[config.mk]
export PLATFORM = sky130hd
export DESIGN_NAME = connect4_board_ctrl
export DESIGN_NICKNAME = d
export VERILOG_FILES = /design/src/rtl/connect4_board_ctrl.sv
export SDC_FILE = /design/constraint.sdc
export NUM_CORES = 1
export LEC_CHECK = 0
export ABC_AREA = 1
export CORE_ASPECT_RATIO = 1.2
export CORE_MARGIN = 3
export CORE_UTILIZATION = 45
export CTS_CLUSTER_DIAMETER = 80
export DETAILED_ROUTE_END_ITERATION = 7
export PLACE_DENSITY = 0.74
export SYNTH_ARGS = -nofsm -noshare
export SYNTH_HDL_FRONTEND = slang
export SYNTH_SLANG_ARGS = --single-unit
[constraint.sdc]
create_clock -name clock -period 4 [get_ports clock]
set_input_delay 1 -clock clock [delete_from_list [all_inputs] [get_ports clock]]
set_output_delay 1 -clock clock [all_outputs]
set_load 0.05 [all_outputs]
[src/rtl/connect4_board_ctrl.sv]
// Connect-4 board owner: accepts human/bot column picks, drops tokens with a
// one-row-per-clock scan from the bottom, and alternates turns.
module connect4_board_ctrl #(
    parameter int         ROWS    = 6,
    parameter int         COLS    = 7,
    parameter logic [1:0] P1_CODE = 2'b01,
    parameter logic [1:0] P2_CODE = 2'b10
) (
    input  logic            clock,
    input  logic            reset,
    input  logic            pve_mode,
    input  logic            new_game,
    input  logic            game_over,
    input  logic [COLS-1:0] player_move,
    input  logic            player_confirm,
    input  logic [COLS-1:0] bot_move,
    input  logic            bot_confirm,
    output logic [1:0]      tokens [ROWS][COLS],
    output logic            current_player,
    output logic            bot_turn,
    output logic            move_done,
    output logic            col_full_err,
    output logic            board_full,
    output logic [5:0]      move_count
);

    localparam int RW = $clog2(ROWS);
    localparam int CW = $clog2(COLS);

    typedef enum logic {S_WAIT = 1'b0, S_SCAN = 1'b1} state_t;

    state_t          r_state;
    state_t          w_state_next;
    logic [RW-1:0]   r_row;
    logic [CW-1:0]   r_col;
    logic [1:0]      r_tokens [ROWS][COLS];
    logic            r_player;
    logic            r_move_done;
    logic            r_col_err;
    logic [5:0]      r_count;

    logic            w_bot_active;
    logic            w_sel_confirm;
    logic [COLS-1:0] w_sel_move;
    logic            w_onehot;
    logic            w_accept;
    logic            w_scan;
    logic            w_cell_empty;
    logic            w_write;
    logic            w_scan_full;
    logic            w_err_pulse;
    logic            w_board_full;
    logic [CW-1:0]   w_col_idx;

    // Only the source whose turn it is can be heard; the other confirm is dropped.
    assign w_bot_active  = pve_mode & r_player;
    assign w_sel_confirm = w_bot_active ? bot_confirm : player_confirm;
    assign w_sel_move    = w_bot_active ? bot_move : player_move;
    assign w_onehot      = $onehot(w_sel_move);
    assign w_board_full  = (r_count == 6'(ROWS * COLS));
    assign w_scan        = (r_state == S_SCAN);
    assign w_accept      = (r_state == S_WAIT) & w_sel_confirm & ~game_over & ~w_board_full;
    assign w_cell_empty  = (r_tokens[r_row][r_col] == 2'b00);
    assign w_write       = w_scan & w_cell_empty;
    assign w_scan_full   = w_scan & ~w_cell_empty & (r_row == '0);

    always_comb begin
        w_col_idx = '0;
        for (int c = 0; c < COLS; c++) begin
            if (w_sel_move[c]) w_col_idx = CW'(c);
        end
    end

    always_ff @(posedge clock or posedge reset) begin
        if (reset) begin
            r_state <= S_WAIT;
        end else if (new_game) begin
            r_state <= S_WAIT;
        end else begin
            r_state <= w_state_next;
        end
    end

    always_comb begin
        w_state_next = r_state;
        case (r_state)
            S_WAIT: if (w_accept && w_onehot) w_state_next = S_SCAN;
            S_SCAN: if (w_write || w_scan_full) w_state_next = S_WAIT;
            default: w_state_next = S_WAIT;
        endcase
    end

    always_comb begin
        w_err_pulse = (w_accept & ~w_onehot) | w_scan_full;
        bot_turn    = pve_mode & r_player & (r_state == S_WAIT) & ~game_over & ~w_board_full;
    end

    always_ff @(posedge clock or posedge reset) begin
        if (reset) begin
            r_row <= '0;
            r_col <= '0;
        end else if (new_game) begin
            r_row <= '0;
            r_col <= '0;
        end else if (w_accept && w_onehot) begin
            r_row <= RW'(ROWS - 1);
            r_col <= w_col_idx;
        end else if (w_scan && !w_cell_empty && r_row != '0) begin
            r_row <= r_row - 1'b1;
        end
    end

    always_ff @(posedge clock or posedge reset) begin
        if (reset) begin
            r_player    <= 1'b0;
            r_count     <= '0;
            r_move_done <= 1'b0;
            r_col_err   <= 1'b0;
        end else if (new_game) begin
            r_player    <= 1'b0;
            r_count     <= '0;
            r_move_done <= 1'b0;
            r_col_err   <= 1'b0;
        end else begin
            r_move_done <= w_write;
            r_col_err   <= w_err_pulse;
            if (w_write) begin
                r_player <= ~r_player;
                r_count  <= r_count + 1'b1;
            end
        end
    end

    // Each cell is written only while empty, so a placed token can never change.
    genvar gi, gj;
    generate
        for (gi = 0; gi < ROWS; gi++) begin : g_row
            for (gj = 0; gj < COLS; gj++) begin : g_col
                always_ff @(posedge clock or posedge reset) begin
                    if (reset) begin
                        r_tokens[gi][gj] <= 2'b00;
                    end else if (new_game) begin
                        r_tokens[gi][gj] <= 2'b00;
                    end else if (w_write && r_row == RW'(gi) && r_col == CW'(gj)) begin
                        r_tokens[gi][gj] <= r_player ? P2_CODE : P1_CODE;
                    end
                end
                assign tokens[gi][gj] = r_tokens[gi][gj];
            end
        end
    endgenerate

    assign current_player = r_player;
    assign move_done      = r_move_done;
    assign col_full_err   = r_col_err;
    assign board_full     = w_board_full;
    assign move_count     = r_count;

endmodule

# Yosys cells after proc, flatten, opt, wreduce, memory -nomap -nowiden
# Index checks and enable logic that the tools add are counted.
[word_totals] regBits=100 latch_bits=0 mem_bits_rw=0 rom_bits=0 out_inout_bits=95 mem_count=0
[classes] addsub=8 multipliers=0 n_div=0 magnitude_cmp=2 n_eq_ne=13 shifts=0 mux=114 bitwise=20 reduce_logical=102
[ops] operator="$mux W2" n=88
[ops] operator="$reduce_bool A2 Y1" n=44
[ops] operator="$logic_and A1 B1 Y1" n=51
[ops] operator="$bmux W14 S3" n=1
[ops] operator="$mux W14" n=2
[ops] operator="$mux W3" n=9
[ops] operator="$eq A3 B3 Y1 const B" n=5
[ops] operator="$eq A3 B2 Y1 const B" n=4
[ops] operator="$mux W6" n=2
[ops] operator="$and A1 B1 Y1" n=11
[ops] operator="$eq A3 B1 Y1 const B" n=3
[ops] operator="$mux W1" n=9
[ops] operator="$ge A4 B4 Y1 const B" n=2
[ops] operator="$not A3 Y4" n=2
[ops] operator="$mux W7" n=1
[ops] operator="$add A1 B1 Y2" n=3
[ops] operator="$add A6 B1 Y6 const B" n=1
[ops] operator="$bmux W2 S3" n=1
[ops] operator="$eq A6 B6 Y1 const B" n=1
[ops] operator="$logic_not A3 Y1" n=2
[ops] operator="$not A1 Y1" n=6
[ops] operator="$reduce_bool A3 Y1" n=2
[ops] operator="$add A2 B1 Y3" n=1
[ops] operator="$add A2 B2 Y3" n=1
[ops] operator="7 further kinds" n=7

# Longest topological paths before layout
[logic_depth] ltp_word=15 depth_mapped=18 depth_no_buf=17

# Worst setup path before layout
# OpenSTA, ideal clock, no wires.
[synth_timing] path_type="input -> register" startpoint="input pve_mode" endpoint="register r_row[2]" setup_time_ns=0.066 arrival_ns=4.614 t_required_ns=3.934 setup_slack_ns=-0.680 path_stages=15 path_buffers=1 cell_sequence="nand2_1 -> clkbuf_1 -> mux2_2 -> fa_1 -> inv_1 -> fa_1 -> fa_1 -> inv_1 -> fa_1 -> or3_1 -> nor3_1 -> nor2_1 -> nand2_1 -> nand2_1 -> nand2_1"
[synth_between] elab_chain_cells=9 word_cells_on_any_way=17 cone_classes="add/sub: 6; eq/ne: 1; mux: 4; bitwise: 4; reduce/logical: 2"
[synth_rtl] item="start, declared" line_no="11" rtl="input logic pve_mode,"
[synth_rtl] item="$and A1 B1 Y1 (*)" line_no="56" rtl="assign w_bot_active = pve_mode & r_player;"
[synth_rtl] item="$mux W7" line_no="58" rtl="assign w_sel_move = w_bot_active ? bot_move : player_move;"
[synth_rtl] item="$add A1 B1 Y2 (not written as such)" line_no="59" rtl="assign w_onehot = $onehot(w_sel_move);"
[synth_rtl] item="$add A2 B2 Y3 (not written as such) / $add A2 B1 Y3 (equally long branches)" line_no="59"
[synth_rtl] item="$add A3 B3 Y3 (not written as such)" line_no="59"
[synth_rtl] item="$eq A3 B1 Y1" line_no="59"
[synth_rtl] item="$logic_and A1 B1 Y1 (*)" line_no="105" rtl="end else if (w_accept && w_onehot) begin"
[synth_rtl] item="$mux W3" line_no="105"
[synth_rtl] item="$mux W3" line_no="102" rtl="end else if (new_game) begin"
[synth_rtl] item="end signal, assigned" line_no="106" rtl="r_row <= RW'(ROWS - 1);"
[synth_rtl] item="end signal, assigned" line_no="109" rtl="r_row <= r_row - 1'b1;"
[synth_rtl] item="end, declared" line_no="34" rtl="logic [RW-1:0] r_row;"
# Mark *: on every way between the ends. The rest lies on a longest branch, timed or not.
# A chain may end at the register's enable or synchronous reset.

# Worst setup path in the final report
[layout_timing] startpoint="input pve_mode" endpoint="register r_row[0]"
# The elaborated chain is that of the path after synthesis.

==> flow_summary_export.csv <==
group,metric,value,unit
final_layout,flow.area_growth_from_synthesis,27.9,%
pwr,p_leak,0.00378,uW
clock_network,cts_tree,"yes",
clock_network,clock_latency,0.35,ns
global_route,first_global_vias,5949,
synth,synth_top_area_share,41.3,%
synth,syn-mean-instance-area,7.30,um^2
global_route,antenna_found_initial,0,
synth,synthesis.instances,829,
drt,firstDrtPassIters,5,
status,violations,"setup timing",
final_layout,num-nets-final,953,
drt,vias_per_cell,5.80,
worst_setup_path,start_kind,"primary input",
timing,setup_slack,-0.0636,ns
clock_network,h-tree-depth,3,
worst_setup_path,end_kind,"flop",
global_route,grt_max_degree,61,
worst_setup_path,path_class,"primary input to flop",
synth,ys_top_cells_by_area,"dfrtp_1 (41%), nand2_1 (14%), nand3_1 (12%)",
status,status,"finished with violations",
timing,report.final.hold_viol_count,0,
global_route,grt_use_total,25.0,%
drt,antenna_left,0,
final_layout,final_common_cell,"nand2_1",
final_layout,seq_area,2500,um^2
timing,hold_ws,0.528,ns
final_layout,multi_input_area,3030,um^2
pwr,netSwitchingPower,970,uW
global_route,busiest_layer,"met2",
worst_setup_path,cp-startpoint,"pve_mode",
timing,finalClockSkew,0.00687,ns
die,core,12900,um^2
global_route,grt_overflow,0,
final_layout,final_cell_mix,"nand2_1 (221), nand3_1 (143), clkdlybuf4s50_1 (107)",
die,start_util,46.9,%
synth,ys_ff_latch,100,
timing,tns,-0.288,ns
pwr,p_int,1790,uW
drt,drtIter0Drc,561,
timing,rsz0062_at_grt,"yes",
timing,slew_headroom,47.7,%
global_route,grt_use_met3,2.24,%
final_layout,finalNonFillerCells,1090,
clock_network,cts_sinks,100,
global_route,gr-usage-met1,32.8,%
min_path,worstHoldStart,"tokens[34]",
pwr,clock_power_share,34.3,%
timing,slew_violations,0,
synth,ys_warn_count,0,
worst_setup_path,cp.arrival,4.35,ns
clock_network,root_buffer,"clkbuf_16",
timing,period_minus_slack,4.06,ns
place,port_buffers,115,
timing,worst_pin_slew,0.781,ns
drt,avgRoutedWirePerCell,17.0,um
global_route,grt_pass1_wl,30.3,mm
clock_network,hold_buffers,0,
place,hpwl,12.3,mm
place,gp_congestion,0.867,
synth,yosysUniqueCellTypes,33,
drt,route.vias.total,6319,
synth,syn_nets,861,
die,row_count,45,
place,place_area,7360,um^2
final_layout,drive_gt1_share,8.96,%
synth,synth_top_area_cell,"dfrtp_1",
run,cap_violations,0,
pwr,p_comb_share,27.7,%
timing,timing.final.crit_share,102,%
worst_setup_path,r2r_start,"current_player",
die,ios,116,
die,die_h,133,um
synth,netlist_area,6050,um^2
clock_network,clk_pin_slew,0.07,ns
place,dp.cells,1070,
min_path,min_path_type,"flop to flop",
final_layout,nFillCells,1167,
pwr,p_total,2760,uW
clock_network,clk_path_buf_depth,2,
final_layout,fin_area,7740,um^2
final_layout,antenna-diode-count,0,
die,dieArea,14900,um^2
global_route,use_met2,42.1,%
worst_setup_path,required,4.29,ns
timing,setup_viol,6,
pwr,cellPowerDensity,356,nW/um^2
drt,wl,18.6,mm
pwr,swShare,35.2,%
synth,yosysSeqAreaShare,41.3,%
worst_setup_path,cp_max_fo,5,
clock_network,cts_buffers,9,
die,die_w,112,um
drt,drcViolationCount,0,
pwr,p_seq_share,38.0,%
pwr,peakVddDrop,0.228,mV
timing,fmax,246,MHz
==> per-layer routing <==
metal | vias to the layer above | wire, um
met1 | 3013 | 7470
met3 | 38 | 1200
met2 | 296 | 9330
met4 | 0 | 554
li1 | 2972 | -
met5 | - | 0
==> cell families (layout without fill, tap and decap cells) <==
logic type / Yosys count / in the layout / share of synthesized area, %
and+or+nand+nor: 534 / 534 / 41.2
buffers and inverters: 140 / 237 / 10.0
DFF: 100 / 100 / 41.3
AOI/OAI and AO/OA: 34 / 34 / 3.10
adders and majority gates: 11 / 11 / 2.77
xor gates and xnor gates: 5 / 5 / 0.724
muxes: 5 / 5 / 0.868
==> power by group through the flow <==
stage	Sequential, uW	Clock, uW	Combinational (uW)
floorplan	1070	0	550
global placement	1070	0	730
detailed placement	1070	0	738
CTS	1050	949	744
global route	1050	986	837
finish	1050	947	763
==> worst max-delay path: stages <==
cell	delay (ns)
buf_8	0.10
nand2_8	0.08
mux2_4	0.31
fa_1	0.55
inv_2	0.04
fa_1	0.46
fa_2	0.35
inv_2	0.06
fa_1	0.39
or3_4	0.35
nor3_4	0.21
buf_6	0.14
nor2_4	0.04
nand2_2	0.12
nand2_1	0.07
nand2_1	0.06
==> state kept, by name, summed over array words and instances, names as in the netlist <==
signal          cells
current_player      1
move_done           1
move_count          6
r_row               3
r_col               3
r_state             1
col_full_err        1
tokens             84
==> worst paths after layout <==
| check | depth (start not counted) | slack [ns] | to |
|---|---|---|---|
| worst max-delay path | 16 | -0.06 | r_row[0] |
| max in group asynchronous | 3 | 2.23 | tokens[8] |
| min in group asynchronous | 2 | 1.05 | tokens[31] |
| worst min register to register | 2 | 0.53 | tokens[34] |
| worst max register to register | 15 | 0.16 | r_row[0] |
| worst min-delay path | 2 | 0.53 | tokens[34] |
==> timing repair <==
action | in CTS | in global routing
gates cloned | 0 | 0
endpoints found under the setup margin | 8 | 7
setup buffers | 2 | 2
pin swaps | 10 | 8
gates resized for setup | 23 | 6
==> final cells by class <==
cell class	count	share of cell area [%]
Clock inverter	5	0.970
Sequential cell	100	32.3
Timing Repair Buffer	147	18.2
Inverter	74	3.62
Clock buffer	11	3.14
Multi-Input combinational cell	589	39.1
Tap cell	164	2.65
==> synthesized netlist by cell type (all sizes together) <==
cell type  number
fa              4
nor3            5
or3             2
a21oi           7
inv            73
or2             2
clkbuf         36
ha              7
dfrtp         100
nand4         100
nand3         145
and3            1
o21ai          23
xnor2           2
buf            30
clkinv          1
o211ai          4
nand2         228
nor2           51
mux2i           3
xor2            3
mux2            2
==> stage by stage <==
stage          setup slack [ns]  utilization (%)
6_report                -0.0636             60.0
5_1_grt                  -0.169             60.0
4_1_cts                  -0.161             59.8
3_5_place_dp             -0.813             57.1
3_3_place_gp             -0.749             57.1
2_1_floorplan            -0.173                -
Note: power is estimated with default switching activity, not from simulation.
